===== config.mk =====
export PLATFORM = sky130hd
export DESIGN_NAME = mem_port_arbiter
export DESIGN_NICKNAME = d
export VERILOG_FILES = /design/src/rtl/mem_port_arbiter.sv
export SDC_FILE = /design/constraint.sdc
export NUM_CORES = 1
export LEC_CHECK = 0
export ABC_AREA = 1
export CORE_AREA = 2 2 198 200
export CTS_CLUSTER_DIAMETER = 60
export DETAILED_ROUTE_END_ITERATION = 10
export DIE_AREA = 0 0 200 202
export PLACE_DENSITY_LB_ADDON = 0.05
export SLEW_MARGIN = 15
export SYNTH_ARGS = -nofsm -noshare
export SYNTH_HDL_FRONTEND = slang
export SYNTH_SLANG_ARGS = --single-unit

===== constraint.sdc =====
create_clock -name clk -period 8.4 [get_ports clk]
set_input_delay 1.68 -clock clk [delete_from_list [all_inputs] [get_ports clk]]
set_output_delay 1.68 -clock clk [all_outputs]
set_load 0.01 [all_outputs]

===== src/rtl/mem_port_arbiter.sv =====
// Shares the core's single external memory port between instruction fetch and data access.
// One transaction is outstanding at a time. MEM wins arbitration unless IF has already lost MAX_WAIT grants in a row.
module mem_port_arbiter #(
    parameter int ADDR_W   = 64,
    parameter int DATA_W   = 64,
    parameter int MAX_WAIT = 4
) (
    input  logic                clk,
    input  logic                rst,
    input  logic                if_request,
    input  logic [ADDR_W-1:0]   if_addr,
    output logic [31:0]         if_inst,
    output logic                if_stall,
    input  logic                flush,
    input  logic                mem_re,
    input  logic                mem_we,
    input  logic [ADDR_W-1:0]   mem_addr,
    input  logic [DATA_W-1:0]   mem_wdata,
    input  logic [DATA_W/8-1:0] mem_wmask,
    output logic [DATA_W-1:0]   mem_rdata,
    output logic                mem_stall,
    output logic                bus_req,
    output logic [ADDR_W-1:0]   bus_addr,
    output logic                bus_we,
    output logic [DATA_W-1:0]   bus_wdata,
    output logic [DATA_W/8-1:0] bus_wmask,
    input  logic                bus_gnt,
    input  logic                bus_rvalid,
    input  logic [DATA_W-1:0]   bus_rdata
);

    typedef enum logic [2:0] {IDLE, REQ_IF, REQ_MEM, WAIT_IF, WAIT_MEM} state_t;

    localparam int               CNT_W   = $clog2(MAX_WAIT + 1);
    localparam logic [CNT_W-1:0] CNT_MAX = CNT_W'(MAX_WAIT);

    state_t            state;
    state_t            next_state;
    logic [CNT_W-1:0]  wait_cnt;
    logic              drop;
    logic [31:0]       if_inst_q;
    logic [DATA_W-1:0] mem_rdata_q;
    logic              mem_pend;
    logic              if_win;
    logic              mem_win;
    logic              if_done;
    logic              mem_done;
    logic [31:0]       fetch_word;

    assign mem_pend = mem_re | mem_we;
    assign if_win   = (state == IDLE) && if_request && (!mem_pend || wait_cnt == CNT_MAX);
    assign mem_win  = (state == IDLE) && mem_pend && !if_win;

    // The fetch address selects which 32-bit half of the bus word holds the instruction.
    assign fetch_word = bus_addr[2] ? bus_rdata[63:32] : bus_rdata[31:0];

    // NOTE: state uses non-blocking assignment so every flop samples pre-edge values.
    always_ff @(posedge clk or posedge rst) begin
        if (rst) state <= IDLE;
        else     state <= next_state;
    end

    always_comb begin
        // NOTE: default first so no path through the case leaves next_state unassigned (no latch).
        next_state = state;
        case (state)
            IDLE: begin
                if (if_win)       next_state = REQ_IF;
                else if (mem_win) next_state = REQ_MEM;
            end
            REQ_IF:   if (bus_gnt)    next_state = WAIT_IF;
            REQ_MEM:  if (bus_gnt)    next_state = WAIT_MEM;
            WAIT_IF,
            WAIT_MEM: if (bus_rvalid) next_state = IDLE;
            default:  next_state = IDLE;
        endcase
    end

    always_comb begin
        if_done  = 1'b0;
        mem_done = 1'b0;
        case (state)
            WAIT_IF:  if_done  = bus_rvalid && !drop && !flush;
            WAIT_MEM: mem_done = bus_rvalid;
            default:  ;
        endcase
    end

    assign if_stall  = if_request && !if_done;
    assign mem_stall = mem_pend && !mem_done;
    assign if_inst   = if_done  ? fetch_word : if_inst_q;
    assign mem_rdata = mem_done ? bus_rdata  : mem_rdata_q;

    always_ff @(posedge clk or posedge rst) begin
        if (rst) begin
            bus_req     <= 1'b0;
            bus_addr    <= '0;
            bus_we      <= 1'b0;
            bus_wdata   <= '0;
            bus_wmask   <= '0;
            wait_cnt    <= '0;
            drop        <= 1'b0;
            // NOTE: the held response registers are plain flops and are cleared, so outputs are defined after reset.
            if_inst_q   <= '0;
            mem_rdata_q <= '0;
        end else begin
            bus_req <= (next_state == REQ_IF) || (next_state == REQ_MEM);

            if (if_win) begin
                bus_addr  <= if_addr;
                bus_we    <= 1'b0;
                bus_wdata <= '0;
                bus_wmask <= '0;
            end else if (mem_win) begin
                bus_addr  <= mem_addr;
                bus_we    <= mem_we;
                bus_wdata <= mem_wdata;
                bus_wmask <= mem_wmask;
            end

            // Counts MEM grants that IF sat through; IF is forced through once it saturates.
            if (state == IDLE) begin
                if (if_win || !if_request)
                    wait_cnt <= '0;
                else if (mem_win && wait_cnt != CNT_MAX)
                    wait_cnt <= wait_cnt + 1'b1;
            end

            if (next_state == IDLE)
                drop <= 1'b0;
            else if (flush && (state == REQ_IF || state == WAIT_IF))
                drop <= 1'b1;

            if (if_done)  if_inst_q   <= fetch_word;
            if (mem_done) mem_rdata_q <= bus_rdata;
        end
    end

endmodule

Word level (Yosys, flattened, before mapping)

Index checks and enable logic that the tools add are counted.

Bitwise logic cells: 1
Equal/unequal tests: 8
Multiplexer cells: 23
Reduce and logical (&&, ||, !) cells: 28
Add/subtract/negate cells: 1

Operator list:

| operator              | number |
|---|---|
| $mux W64              | 5 |
| $mux W32              | 2 |
| $mux W3               | 7 |
| $mux W8               | 2 |
| $pmux W3 S4           | 1 |
| $logic_and A1 B1 Y1   | 10 |
| $eq A3 B2 Y1 const B  | 3 |
| $logic_not A1 Y1      | 7 |
| $eq A3 B1 Y1 const B  | 2 |
| $eq A3 B3 Y1 const B  | 2 |
| $logic_not A3 Y1      | 2 |
| $mux W1               | 6 |
| $reduce_bool A2 Y1    | 3 |
| $logic_or A1 B1 Y1    | 4 |
| $add A3 B1 Y3 const B | 1 |
| $ne A3 B3 Y1 const B  | 1 |
| $reduce_and A2 Y1     | 1 |
| $reduce_or A2 Y1      | 1 |
| $or A1 B1 Y1          | 1 |

Input port bits: 272
Bits in registers: 241
Word-level logic and storage cells: 71
Output and inout port bits: 236

Depth between registers and ports, before layout

Depth in word-level cells: 11
Depth in mapped cells: 11
Gate-level depth less buffers: 10

Worst setup path before layout

Ideal clock, no wire load.

Path kind: input -> output
From: input port bus_rvalid
To: output port mem_rdata[0]
Buffers on the path: 2
Cell stages on the path: 6
Setup slack: 4165 ps
Arrival: 2555 ps
Data required time: 6720 ps
Cells stage by stage: nand2_1 -> nor2_4 -> inv_2 -> buf_2 -> buf_2 -> o21ai_1

Cells in the longest elaborated chain, start to end: 2

RTL lines:

| what        | RTL line | text |
|---|---|---|
| from (decl) | 28       | `input logic bus_rvalid,` |
| $mux W1     | 82       | `case (state)` |
| $mux W64    | --       |  |
| to (decl)   | 20       | `output logic [DATA_W-1:0] mem_rdata,` |

No other way between the ends.

Final worst setup path

From: input port bus_rvalid
To: output port mem_rdata[12]

The elaborated chain is that of the path after synthesis.

==> results_dict.tcl <==
set metrics [dict create \
    outcome "completed" \
    post_cts.repair.setup_buffers 0 \
    routedWlPerCell_um 18.9 \
    multiInputGateArea_mm2 0.00326 \
    synthArstFlopShare 1.00 \
    wirelength_um 41500 \
    ir_drop_mv 0.135 \
    numPortBuffers 507 \
    setup_viol 0 \
    clock-skew-final_ns 0.0203 \
    worstPathMaxFanout 55 \
    cts_max_path_buffers 3 \
    dr.pass1.iters 5 \
    die_w_um 200 \
    core_region_area_mm2 0.0383 \
    ant_nets 0 \
    r2r-start "state[0]" \
    critical_path_required_ns 6.72 \
    holdBufCountCts 0 \
    synth_seq_area_share 0.581 \
    start_util 0.271 \
    slowest_stage "clkdlybuf4s50_1" \
    synth_seq_cells 241 \
    synth_nets 1454 \
    syn_inst 1180 \
    yosysWarningCount 0 \
    worstPathCellList "clkdlybuf4s50_1 > nand2_1 > nor2_4 > inv_2 > buf_4 > nand2_1 > o21ai_0 > clkdlybuf4s50_1" \
    syn_avg_cell_area_um2 8.79 \
    power_density_mw_per_mm2 378 \
    wl_met1_um 16600 \
    power.leakage_nw 7.48 \
    worst-path-buf-inv 4 \
    grt_overflow 0 \
    viasPerCell 4.43 \
    row_count 72 \
    dieArea_mm2 0.0404 \
    top_layer_used "met5" \
    fp.dieH_um 202 \
    fin_util 0.443 \
    grt_pass1_vias 10100 \
    hold_path.class "reg2reg" \
    drive_above_1_share 0.0470 \
    fin_tns_setup_ns 0 \
    slew_headroom 0.401 \
    worstHoldStart "mem_rdata_q[54]" \
    syn-cell-area_mm2 0.0104 \
    cp_top_family "buffers and inverters" \
    crit_type "in2out" \
    cap_violations 0 \
    wl_met2_um 20000 \
    cts_tree "built" \
    hold_viol_final 0 \
    yosysUniqueCellTypes 24 \
    seqCellArea_mm2 0.00603 \
    synth_edf_count 0 \
    track_usage 0.204 \
    antenna_found_initial 5 \
    gp_congestion 0.804 \
    grt_pass1_wl_um 62400 \
    synthToLayoutAreaGrowth_pct 63.3 \
    critPathLaunchType "primary input" \
    ctsResizeCount 0 \
    min_period_over_period 0.705 \
    drv_slew 0 \
    grt_max_degree 131 \
    dp.final_hpwl_um 29000 \
    crit_path_end_kind "primary output" \
    num-fill-cells 3799 \
    arrival_ns 4.24 \
    tightest_slew_ns 0.897 \
    rsz0062_at_grt "no" \
    fmax_ghz 0.169 \
    final_nets 1931 \
    clk_transition_reported_paths_ns 0.05 \
    clock_sinks 241 \
    synth_ff_type "dfrtp_1" \
    drt_iter0_drc 572 \
    pin_count 508 \
    wl_met3_um 3890 \
    drc 0 \
    num_vias 9749 \
    crit_path_start "bus_rvalid" \
    crit_path_max_incr_delay_ns 0.60 \
    min_period_ns 5.92 \
    htreeDepth 2 \
    cts_buffers 35 \
    clk-insertion-delay-late_ns 0.53 \
    root_buffer "clkbuf_16" \
]
==> worst paths after layout <==
check                             endpoint  slack [ns]  cells after the start
setup reg to reg             bus_wdata[45]        5.78                      5
setup / recovery             mem_rdata[12]        2.48                      8
hold / removal             mem_rdata_q[54]        0.47                      2
min in group asynchronous     bus_addr[36]        1.68                      2
hold reg to reg            mem_rdata_q[54]        0.47                      2
max in group asynchronous    if_inst_q[23]        5.46                      3
==> cells by family (layout without fill, tap and decap cells) <==
family | Yosys count | in the layout | share of synthesized area
other | 0 | 2 | 0
and+or+nand+nor | 432 | 432 | 0.176
adders and majority gates | 2 | 2 | 0.00241
AOI/OAI and AO/OA | 239 | 239 | 0.131
xor gates and xnor gates | 2 | 2 | 0.00169
buffers and inverters | 264 | 764 | 0.108
DFF | 241 | 241 | 0.581
==> cell usage in the layout (no fill, tap or decap), types with 2 or more instances in the layout <==
| master | count |
|---|---|
| clkdlybuf4s50_1 | 507 |
| dfrtp_1 | 241 |
| nand2_1 | 239 |
| inv_1 | 179 |
| nand3_1 | 142 |
| o21ai_0 | 135 |
| o211ai_1 | 64 |
| nor2_1 | 42 |
| clkbuf_16 | 37 |
| a21oi_1 | 33 |
| buf_4 | 11 |
| clkbuf_1 | 7 |
| clkbuf_8 | 6 |
| clkinv_2 | 5 |
| inv_2 | 4 |
| o21ai_1 | 4 |
| nor2_4 | 3 |
| clkinvlp_4 | 3 |
| diode_2 | 2 |
| nor2_2 | 2 |
| nand4_1 | 2 |
| ha_1 | 2 |
==> report_power, final <==
group | total [mW] | internal, mW | switching (mW)
combinational | 3.02 | 1.44 | 1.58
clock | 1.44 | 0.886 | 0.553
sequential | 1.94 | 1.71 | 0.237
total | 6.40 | 4.03 | 2.37
==> synth_stat cells, drive strengths merged (2+ instances only) <==
cell type,count,area share
dfrtp,241,0.58
nand2,240,0.087
inv,185,0.067
nand3,142,0.068
o21ai,139,0.067
o211ai,64,0.046
buf,58,0.033
nor2,47,0.018
a21oi,34,0.016
clkbuf,21,0.0076
ha,2,0.0024
nand4,2,0.0012
==> cell type report <==
cell class,instances,area share
Clock buffer,50,0.0611
Inverter,185,0.0414
Clock inverter,10,0.00509
Timing Repair Buffer,519,0.306
Tap cell,518,0.0382
Multi-Input combinational cell,675,0.192
Sequential cell,241,0.356
Antenna cell,2,0.000295
==> layer usage <==
metal,vias to the layer above,global-route usage
met5,-,0
met4,6,0.0614
met3,61,0.0768
met2,339,0.341
met1,4595,0.242
li1,4748,-
==> sequential cells by signal, indices dropped and copies added (netlist names) <==
name         count
bus_wdata       64
mem_rdata_q     64
bus_we           1
bus_req          1
state            3
if_inst_q       32
bus_addr        64
wait_cnt         3
drop             1
bus_wmask        8
==> worst min-delay path, cell delays in order, from the launching register on <==
cell	delay, ns
dfrtp_1	0.32
nand2_1	0.05
nand2_1	0.07
==> metrics by stage <==
stage | std cells | hold WS [ns] | setup WS, ns | instance area (um^2) | total power, mW
finish | 2200 | 0.467 | 2.48 | 16900 | 6.40
floorplan | 1180 | 0.500 | 0.104 | 10400 | 3.34
global route | 2200 | 0.488 | 2.14 | 16900 | 6.88
CTS | 2198 | 0.469 | 2.44 | 16900 | 6.52
global placement | 2138 | 0.456 | 2.50 | 15800 | 5.01
detailed placement | 2138 | 0.456 | 2.45 | 15800 | 5.02
Note: power is estimated with default switching activity, not from simulation.
